## src/rtl/adder_pkg.sv

```systemverilog
// Shared constants, sizing helpers and stage control payload for the pipelined carry-select adder.
package adder_pkg;

  localparam int unsigned ADDER_WIDTH  = 32;
  localparam int unsigned ADDER_BLK    = 4;
  localparam int unsigned ADDER_STAGES = 2;

  // Control part of a stage register; the data fields are WIDTH-dependent and live in the top.
  typedef struct packed {
    logic valid;
    logic carry;
  } stage_ctl_t;

  function automatic int unsigned calc_nb(int unsigned width, int unsigned blk);
    return (blk == 0) ? 0 : width / blk;
  endfunction

  function automatic int unsigned calc_bps(int unsigned width, int unsigned blk,
                                           int unsigned stages);
    return (stages == 0) ? 0 : calc_nb(width, blk) / stages;
  endfunction

endpackage

```

## src/rtl/csa_block.sv

```systemverilog
// Combinational carry-select block: sums for carry-in 0 and 1 are formed in parallel,
// the real carry-in only drives the final mux.
module csa_block #(
  parameter int unsigned BLK = 4
) (
  input  logic [BLK-1:0] a,
  input  logic [BLK-1:0] b,
  input  logic           ci,
  output logic [BLK-1:0] s,
  output logic           co
);

  logic [BLK:0] w_sum0;
  logic [BLK:0] w_sum1;

  assign w_sum0  = {1'b0, a} + {1'b0, b};
  assign w_sum1  = {1'b0, a} + {1'b0, b} + {{BLK{1'b0}}, 1'b1};
  assign {co, s} = ci ? w_sum1 : w_sum0;

endmodule

```

## src/rtl/adder_csa_pipe.sv

```systemverilog
// Pipelined carry-select adder/subtractor with valid/ready handshake, STAGES carry-chain cuts.
// Define ADDER_CSA_FLAGS_EN to add registered zf/nf/vf flag outputs.
module adder_csa_pipe
  import adder_pkg::*;
#(
  parameter int unsigned WIDTH  = ADDER_WIDTH,
  parameter int unsigned BLK    = ADDER_BLK,
  parameter int unsigned STAGES = ADDER_STAGES
) (
  input  logic             clk,
  input  logic             rst_n,
  input  logic             in_valid,
  output logic             in_ready,
  input  logic [WIDTH-1:0] a,
  input  logic [WIDTH-1:0] b,
  input  logic             ci,
  input  logic             sub,
  output logic             out_valid,
  input  logic             out_ready,
  output logic [WIDTH-1:0] s,
  output logic             co
`ifdef ADDER_CSA_FLAGS_EN
  ,
  output logic             zf,
  output logic             nf,
  output logic             vf
`endif
);

  localparam int unsigned NB  = calc_nb(WIDTH, BLK);
  localparam int unsigned BPS = calc_bps(WIDTH, BLK, STAGES);
  localparam int unsigned GW  = BPS * BLK;

  if (BLK == 0 || STAGES == 0 || (WIDTH % BLK) != 0 || STAGES > NB || (NB % STAGES) != 0)
  begin : g_param_check
    $fatal(1, "adder_csa_pipe: illegal WIDTH/BLK/STAGES combination");
  end

  stage_ctl_t        r_ctl   [STAGES];
  logic [WIDTH-1:0]  r_s     [STAGES];
  logic [WIDTH-1:0]  r_a     [STAGES];
  logic [WIDTH-1:0]  r_b     [STAGES];

  logic [WIDTH-1:0]  w_src_a [STAGES];
  logic [WIDTH-1:0]  w_src_b [STAGES];
  logic [WIDTH-1:0]  w_src_s [STAGES];
  logic [WIDTH-1:0]  w_nxt_s [STAGES];
  logic [STAGES-1:0] w_src_c;
  logic [STAGES-1:0] w_src_v;
  logic [STAGES-1:0] w_nxt_c;
  logic [STAGES-1:0] w_load;
  logic [WIDTH-1:0]  w_blk_s;
  logic              w_nxt_ld;

  // Each stage sees either the raw inputs or the previous stage register.
  for (genvar k = 0; k < STAGES; k++) begin : g_stage
    localparam logic [WIDTH-1:0] ONES = '1;
    localparam logic [WIDTH-1:0] MASK = (ONES >> (WIDTH - GW)) << (k * GW);
    if (k == 0) begin : g_in
      assign w_src_a[k] = a;
      assign w_src_b[k] = sub ? ~b : b;
      assign w_src_c[k] = sub | ci;
      assign w_src_v[k] = in_valid;
      assign w_src_s[k] = '0;
    end else begin : g_prev
      assign w_src_a[k] = r_a[k-1];
      assign w_src_b[k] = r_b[k-1];
      assign w_src_c[k] = r_ctl[k-1].carry;
      assign w_src_v[k] = r_ctl[k-1].valid;
      assign w_src_s[k] = r_s[k-1];
    end
    assign w_nxt_s[k] = (w_src_s[k] & ~MASK) | (w_blk_s & MASK);
  end

  for (genvar j = 0; j < NB; j++) begin : g_blk
    localparam int unsigned K = j / BPS;
    logic w_ci;
    logic w_co;
    if ((j % BPS) == 0) begin : g_first
      assign w_ci = w_src_c[K];
    end else begin : g_chain
      assign w_ci = g_blk[j-1].w_co;
    end
    csa_block #(.BLK(BLK)) u_csa (
      .a  (w_src_a[K][j*BLK +: BLK]),
      .b  (w_src_b[K][j*BLK +: BLK]),
      .ci (w_ci),
      .s  (w_blk_s[j*BLK +: BLK]),
      .co (w_co)
    );
    if ((j % BPS) == BPS - 1) begin : g_group_co
      assign w_nxt_c[K] = w_co;
    end
  end

  // Walk from the output back: a stage may load if empty or if its content moves on.
  always_comb begin
    w_load   = '0;
    w_nxt_ld = out_ready;
    for (int k = STAGES - 1; k >= 0; k--) begin
      w_load[k] = !r_ctl[k].valid || w_nxt_ld;
      w_nxt_ld  = w_load[k];
    end
  end

  always_ff @(posedge clk or negedge rst_n) begin
    if (!rst_n) begin
      for (int k = 0; k < STAGES; k++) begin
        r_ctl[k] <= '0;
        r_s[k]   <= '0;
        r_a[k]   <= '0;
        r_b[k]   <= '0;
      end
    end else begin
      for (int k = 0; k < STAGES; k++) begin
        if (w_load[k]) begin
          r_ctl[k].valid <= w_src_v[k];
          if (w_src_v[k]) begin
            r_ctl[k].carry <= w_nxt_c[k];
            r_s[k]         <= w_nxt_s[k];
            r_a[k]         <= w_src_a[k];
            r_b[k]         <= w_src_b[k];
          end
        end
      end
    end
  end

  assign in_ready  = w_load[0];
  assign out_valid = r_ctl[STAGES-1].valid;
  assign s         = r_s[STAGES-1];
  assign co        = r_ctl[STAGES-1].carry;

`ifdef ADDER_CSA_FLAGS_EN
  logic r_zf;
  logic r_nf;
  logic r_vf;
  logic w_msb_ci;

  // Carry into the MSB recovered from its sum bit: s = a ^ b ^ cin.
  assign w_msb_ci = w_blk_s[WIDTH-1] ^ w_src_a[STAGES-1][WIDTH-1] ^ w_src_b[STAGES-1][WIDTH-1];

  always_ff @(posedge clk or negedge rst_n) begin
    if (!rst_n) begin
      r_zf <= 1'b0;
      r_nf <= 1'b0;
      r_vf <= 1'b0;
    end else if (w_load[STAGES-1] && w_src_v[STAGES-1]) begin
      r_zf <= (w_nxt_s[STAGES-1] == '0);
      r_nf <= w_nxt_s[STAGES-1][WIDTH-1];
      r_vf <= w_msb_ci ^ w_nxt_c[STAGES-1];
    end
  end

  assign zf = r_zf;
  assign nf = r_nf;
  assign vf = r_vf;
`endif

endmodule

```

## config.mk

```make
export PLATFORM = sky130hd
export DESIGN_NAME = adder_csa_pipe
export DESIGN_NICKNAME = d
export VERILOG_FILES = /design/src/rtl/adder_pkg.sv /design/src/rtl/csa_block.sv /design/src/rtl/adder_csa_pipe.sv
export SDC_FILE = /design/constraint.sdc
export NUM_CORES = 1
export LEC_CHECK = 0
export CORE_MARGIN = 4
export CORE_UTILIZATION = 55
export CTS_CLUSTER_DIAMETER = 150
export DETAILED_ROUTE_END_ITERATION = 10
export PLACE_DENSITY = 0.83
export SLEW_MARGIN = 20
export SYNTH_ARGS = -nofsm -noshare
export SYNTH_HDL_FRONTEND = slang
export SYNTH_HIERARCHICAL = 1
export SYNTH_SLANG_ARGS = --single-unit
```

## constraint.sdc

```tcl
create_clock -name clk -period 7.7 [get_ports clk]
set_clock_uncertainty 0.2 [all_clocks]
set_input_delay 1.54 -clock clk [delete_from_list [all_inputs] [get_ports clk]]
set_output_delay 1.54 -clock clk [all_outputs]
set_load 0.02 [all_outputs]
```

==> results.tsv, run 1 <==
metric	value	unit
status	completed	
p_per_area	291.5	nW/um^2
cp-start-kind	primary input	
first_global_vias	4187	
syn_area	5746	sq um
syn_avg_cell_area	11.03	sq um
period_share	90.30	%
slew_violations	0	
drc	0	
synth_seq_cells	84	
cts-root-buf	clkbuf_8	
endpoint_kind	register	
drive_above_1_share	17.28	%
gr-total-overflow	0	
clock_path_buffers	2	
fin_area	6792	sq um
required	7.80	ns
die_area	12150	sq um
ctsHoldBuffers	0	
grt_use_total	19.62	%
critPathCapture	g_blk[4].w_ci	
clkSinkCount	84	
yosysWarnings	6	
setup_tns	0	ns
worstSetupPathType	in2reg	
crit_cells	24	
final_core_util	66.38	%
slew_headroom	38.84	%
yosysSeqAreaShare	36.59	%
cts_tree	built	
gp_congestion	0.8847	
ir_drop	0.1289	mV
vias	3899	
register_area	2102	sq um
area_growth	18.21	%
hpwl	8373	um
cts_max_level	3	
grt_max_degree	85	
clk_latency	0.35	ns
ioPinCount	105	
wl_per_cell	15.45	um
synthCells	521	
critPathLaunch	sub	
postCtsSetupRepairBufs	0	
finalSetupViolations	0	
route.antenna.remaining_nets	0	
ys_async_sr_fraction	100.0	%
cts_buffers	9	
die_x	110.2	um
vias_per_cell	5.327	
rr_worst_depth	22	
crit_chain	buf_2 > xor2_1 > ha_1 > inv_1 > fa_1 > inv_1 > ha_1 > nand2_1 > a2111oi_0 > a2bb2oi_1 > nand3_1 > nand2_1 > or4_1 > a2bb2oi_1 > nand3_1 > nand2_1 > a2111oi_0 > a2bb2oi_1 > nand3_1 > nand2_1 > a2111oi_0 > a2bb2oi_1 > nand3_1 > mux2_2	
antenna_found_initial	0	
cts_resized	0	
max-cap-violations	0	
clkTransAtPathRegs	0.08	ns
crit_arrival	7.05	ns
fin_crit	6.953	ns
synth_cell_types	30	
max_stage_delay	0.52	ns
layout.nets	711	
antenna_cells	0	
fmax	143.8	MHz
hold_class	reg2reg	
worstPathMaxFanout	18	
core_area	10230	sq um
worst_slew_pin_slew	0.9141	ns
place_ws	0.5056	ns
multi_input_area	3146	sq um
rr_startpoint	r_a[48]	
rsz0062_at_grt	false	
synth_nets	639	
synth_ff_type	dfrtp_1	
fp-row-count	37	
p_total	0.001979	W
leakage	2.995	nW
slowest_stage	a2111oi_0	
top_usage_layer	met2	
grt_use_met1	23.13	%
synth_edf_count	0	
worst_slack	0.7467	ns
finalHoldViolCount	0	
r2r_slack	2.33	ns
placedInstanceArea	6609	sq um
die_y	110.2	um
critPathTopFamily	compound AO/OA/AOI/OAI gates	
nFillCells	783	
use_met2	34.84	%
crit_buf_inv	3	
start_util	56.16	%
grt_pass1_wl	18690	um
first_pass_iters	4	
met3_usage	4.659	%
io_buffers	104	
first_iter_violations	194	
rr_endpoint	co	
wl	11310	um
[Yosys cell counts (all sizes together) (16+ instances only)]
cell / number / area share [%]
o21a: 16 / 2.1
buf: 44 / 6.1
nand2: 34 / 2.4
inv: 40 / 2.6
xor2: 56 / 8.5
dfrtp: 84 / 37
xnor2: 16 / 2.4
o21ai: 16 / 1.4
ha: 40 / 8.7
mux2: 82 / 17
[cell usage in the layout (no fill, tap or decap), types with 9 or more instances in the layout]
cell type        instances
clkbuf_8                 9
xor2_1                  56
xnor2_1                 16
mux2_4                  10
inv_1                   40
nand2_1                 32
clkdlybuf4s50_1        102
mux2_2                  72
dfrtp_1                 84
o21a_1                  16
ha_1                    40
o21ai_0                 16
[worst reg2reg max path, stage by stage, from the launching register on]
cell and delay [ns]:
dfrtp_1 0.40, ha_1 0.22, inv_1 0.07, fa_1 0.45, inv_1 0.09, ha_1 0.14, nand2_1 0.12, a2111oi_0 0.55
a2bb2oi_1 0.13, nand3_1 0.21, nand2_1 0.14, or4_1 0.41, a2bb2oi_1 0.14, nand3_1 0.20, nand2_1 0.15, or4_1 0.41
a2bb2oi_1 0.15, nand3_1 0.19, nand2_1 0.14, or4_1 0.42, a2bb2oi_1 0.14, nand3_1 0.10, mux2_2 0.14
[where the power goes]
group	switching [W]	leakage, nW	total [W]	internal, W
clock	0.000153	0.0870	0.000298	0.000145
combinational	0.000475	1.92	0.000987	0.000512
sequential	0.0000920	0.984	0.000695	0.000603
[cell type report]
class / instances / share of cell area [%]
tap: 136 / 2.506
multi-input combinational: 353 / 46.32
sequential: 84 / 30.95
clock inverter: 5 / 0.8106
timing repair buffer: 105 / 15.38
clock buffer: 9 / 1.824
inverter: 40 / 2.211
[kinds of logic (layout without fill, tap and decap cells)]
family                   Yosys count  in the layout  synth area share, %
AO/OA/AOI/OAI                     72             72                8.537
AND/OR/NAND/NOR                   79             79                7.013
flip-flops                        84             84                36.59
multiplexers                      82             82                16.72
XOR/XNOR                          72             72                10.98
buffers and inverters             84            159                8.667
adder cells (fa/ha/maj)           48             48                11.50
[sequential cells by signal (all words and copies together), names as in the netlist]
name,cells
r_a,16
out_valid,1
r_ctl,1
co,1
r_s,16
s,32
r_b,16
g_blk.w_ci,1
[stage by stage]
stage,hold WS [ns],instances
after global routing,0.3232,732
after floorplan,0.2749,521
after CTS,0.3100,732
final,0.3034,732
after global placement,0.2832,718
after detailed placement,0.2893,718
[how the worst min path moves through the flow]
stage,startpoint,end,slack [ns],cells past startpoint
6_report,r_s[46],s[14],0.30,1
2_1_floorplan,r_s[32],s[0],0.27,1
5_1_grt,r_s[34],r_s[34],0.32,1
4_1_cts,r_s[46],s[14],0.31,1
3_3_place_gp,r_s[40],s[8],0.28,1
3_5_place_dp,r_s[46],s[14],0.29,1
[layer usage]
metal | share of wire (%) | wire, um
met2 | 50 | 5660
met3 | 5.7 | 648
met1 | 42 | 4779
met5 | 0 | 0
met4 | 2.0 | 221
Note: power is estimated with default switching activity, not from simulation.
==> inputs of run 2 (changes only) <==
- CORE_MARGIN: 4 -> 3
- PLACE_DENSITY: 0.83 -> 0.84
- SYNTH_HIERARCHICAL: 1 -> default
==> run 2 against run 1 <==
Compared with the run above:
- critical path depth down 10
- count of clock-buffer cells in the layout is 2 higher
- highest routed layer unchanged
- first-iteration DRC count fell by 43%
- wire length decreased by 7.8%
- non-clock buffer count did not move
- core utilization rose by 3.1 points
- global-route usage fell by 0.099 points
- largest power group unchanged
- worst hold slack worse by 0.028 ns
==> results.tsv, run 2 <==
metric	value	unit	change
status	completed		
first_pass_iters	4		unchanged
final_core_util	69.51	%	+3.1 points
synth_cell_types	54		+80%
clkTransAtPathRegs	0.08	ns	about the same
synth-compound-area-share	11.23	%	+2.7 points
yosys.area_share.simple	9.945	%	+2.9 points
first_global_vias	3916		-6.5%
crit_chain	buf_2 > xor2_1 > ha_1 > inv_1 > fa_1 > inv_1 > ha_1 > nor4b_1 > mux2i_2 > mux2i_2 > mux2_4 > a221oi_1 > xnor2_1 > mux2_2		
synth.most_common_cell	dfrtp_1		
synthTopCellsByCount	dfrtp_1, nand2_1, o21ai_0		
synth_top_area_share	38.41	%	+1.8 points
synth_edf_count	0		unchanged
p_per_area	277.8	nW/um^2	-4.7%
crit_arrival	5.56	ns	-1.49 ns
cts_max_level	3		unchanged
io_buffers	104		unchanged
drive_above_1_share	11.24	%	-6.0 points
synth_top_family_by_area	adder cells		
setup_tns	0	ns	unchanged
cts_tree	built		
syn_avg_cell_area	10.44	sq um	-5.3%
synth_area_leaders	dfrtp_1, ha_1, mux2_2, xnor2_1, xor2_1		
wl_per_cell	14.39	um	-6.9%
synth_ff_type	dfrtp_1		
yosysWarnings	0		-6
period_share	71.80	%	-19 points
grt_use_total	19.52	%	-0.099 points
start_util	57.86	%	+1.7 points
cp-start-kind	primary input		
register_area	2102	sq um	unchanged
slew_headroom	34.04	%	-4.8 points
layout.nets	709		-0.28%
worstSetupPathType	in2reg		
leakage	2.889	nW	-3.6%
postCtsSetupRepairBufs	0		unchanged
hold_class	reg2reg		
syn_area	5473	sq um	-4.7%
synth_seq_cells	84		unchanged
required	7.73	ns	-0.07 ns
synthAdderAreaFrac	12.07	%	+0.57 points
fin_crit	5.529	ns	-1.425 ns
core_area	9459	sq um	-7.5%
cts_buffers	9		unchanged
synthCells	524		+0.58%
rsz0062_at_grt	false		
cts_resized	0		unchanged
final_common_cell	clkdlybuf4s50_1		
max_stage_delay	0.74	ns	+0.22 ns
synth-xor-area-share	11.64	%	+0.66 points
clock_path_buffers	2		unchanged
clkSinkCount	84		unchanged
worst_slew_pin_slew	0.9895	ns	+0.07533 ns
ir_drop	0.1220	mV	-5.4%
fmax	180.9	MHz	+26%
die_area	11180	sq um	-7.9%
slowest_stage	buf_2		
antenna_found_initial	0		unchanged
largest_reg_flops	32		unchanged
antenna_cells	0		unchanged
drc	0		unchanged
multi_input_area	3008	sq um	-4.4%
gr-total-overflow	0		unchanged
die_x	105.8	um	-4.0%
r2r_slack	4.27	ns	+1.94 ns
synth_nets	642		+0.47%
worstPathMaxFanout	34		+16
first_iter_violations	110		-43%
area_growth	20.14	%	
ioPinCount	105		unchanged
cts-root-buf	clkbuf_8		
hpwl	7943	um	-5.1%
endpoint_kind	register		
nFillCells	728		-7.0%
clk_latency	0.35	ns	about the same
fp-row-count	35		-5.4%
slew_violations	0		unchanged
ctsHoldBuffers	0		unchanged
ys_async_sr_fraction	100.0	%	unchanged
final_cell_mix	clkdlybuf4s50_1, dfrtp_1, nand2_1, o21ai_0, ha_1		
finalSetupViolations	0		unchanged
grt_max_degree	85		unchanged
finalHoldViolCount	0		unchanged
grt_pass1_wl	17950	um	-4.0%
synthMuxAreaShare	9.991	%	-6.7 points
route.antenna.remaining_nets	0		unchanged
synth_top_cell_by_area	dfrtp_1		
vias	3840		-1.5%
die_y	105.8	um	-4.0%
yosysSeqAreaShare	38.41	%	+1.8 points
vias_per_cell	5.297		-0.56%
wl	10430	um	-7.8%
gp_congestion	0.8353		-5.6%
max-cap-violations	0		unchanged
==> run 2: layout make-up <==
class | count | area share [%]
multi-input combinational | 376 | 45.75
timing repair buffer | 105 | 15.89
inverter | 15 | 0.8563
clock inverter | 5 | 0.9324
sequential | 84 | 31.97
clock buffer | 11 | 2.150
tap | 129 | 2.455
==> run 2: stage by stage <==
stage	cell area, sq um	power (W)	cells	hold slack, ns	setup slack [ns]
after detailed placement	6369	0.001525	709	0.2662	1.829
after floorplan	5473	0.001314	524	0.2460	2.445
final	6575	0.001827	725	0.2754	2.171
after CTS	6571	0.001846	725	0.2839	2.192
after global routing	6575	0.001958	725	0.3111	1.988
after global placement	6369	0.001487	709	0.2583	2.093
==> run 2: final timing paths <==
| path | startpoint | to | cells after the start |
|---|---|---|---|
| worst min-delay path | r_s[38] | r_s[38] | 2 |
| worst max register to register | r_b[56] | s[31] | 10 |
| worst min register to register | r_s[38] | r_s[38] | 2 |
| min in group asynchronous | rst_n | s[28] | 1 |
| max in group asynchronous | rst_n | r_a[57] | 1 |
| worst max-delay path | sub | r_s[46] | 14 |
==> run 2: power by group <==
| part | switching, W | leakage, nW | total (W) | internal [W] |
|---|---|---|---|---|
| registers | 0.0000836 | 1.01 | 0.000662 | 0.000578 |
| clock network | 0.000154 | 0.103 | 0.000314 | 0.000160 |
| logic | 0.000428 | 1.77 | 0.000851 | 0.000423 |
==> run 2: critical path: cells and delay by family <==
| kind | cells | cell delay, ns |
|---|---|---|
| xor gates and xnor gates | 2 | 0.32 |
| AOI/OAI and AO/OA | 1 | 0.36 |
| muxes | 4 | 1.20 |
| buffers and inverters | 3 | 0.88 |
| and+or+nand+nor | 1 | 0.42 |
| adders and majority gates | 3 | 0.84 |
==> run 2: routing by layer <==
metal  routed length, um  vias to the layer above  global-route usage (%)
li1                    -                     1917                       -
met1                4605                     1827                   24.61
met2                5307                       89                   34.70
met3                 442                        7                   3.797
met4                  76                        0                   4.348
met5                   0                        -                       0
==> run 2: kinds of logic (layout without fill, tap and decap cells) <==
group / after synthesis / after routing
and+or+nand+nor: 108 / 108
AOI/OAI and AO/OA: 100 / 100
DFF: 84 / 84
xor gates and xnor gates: 71 / 71
buffers and inverters: 64 / 136
muxes: 49 / 49
adders and majority gates: 48 / 48
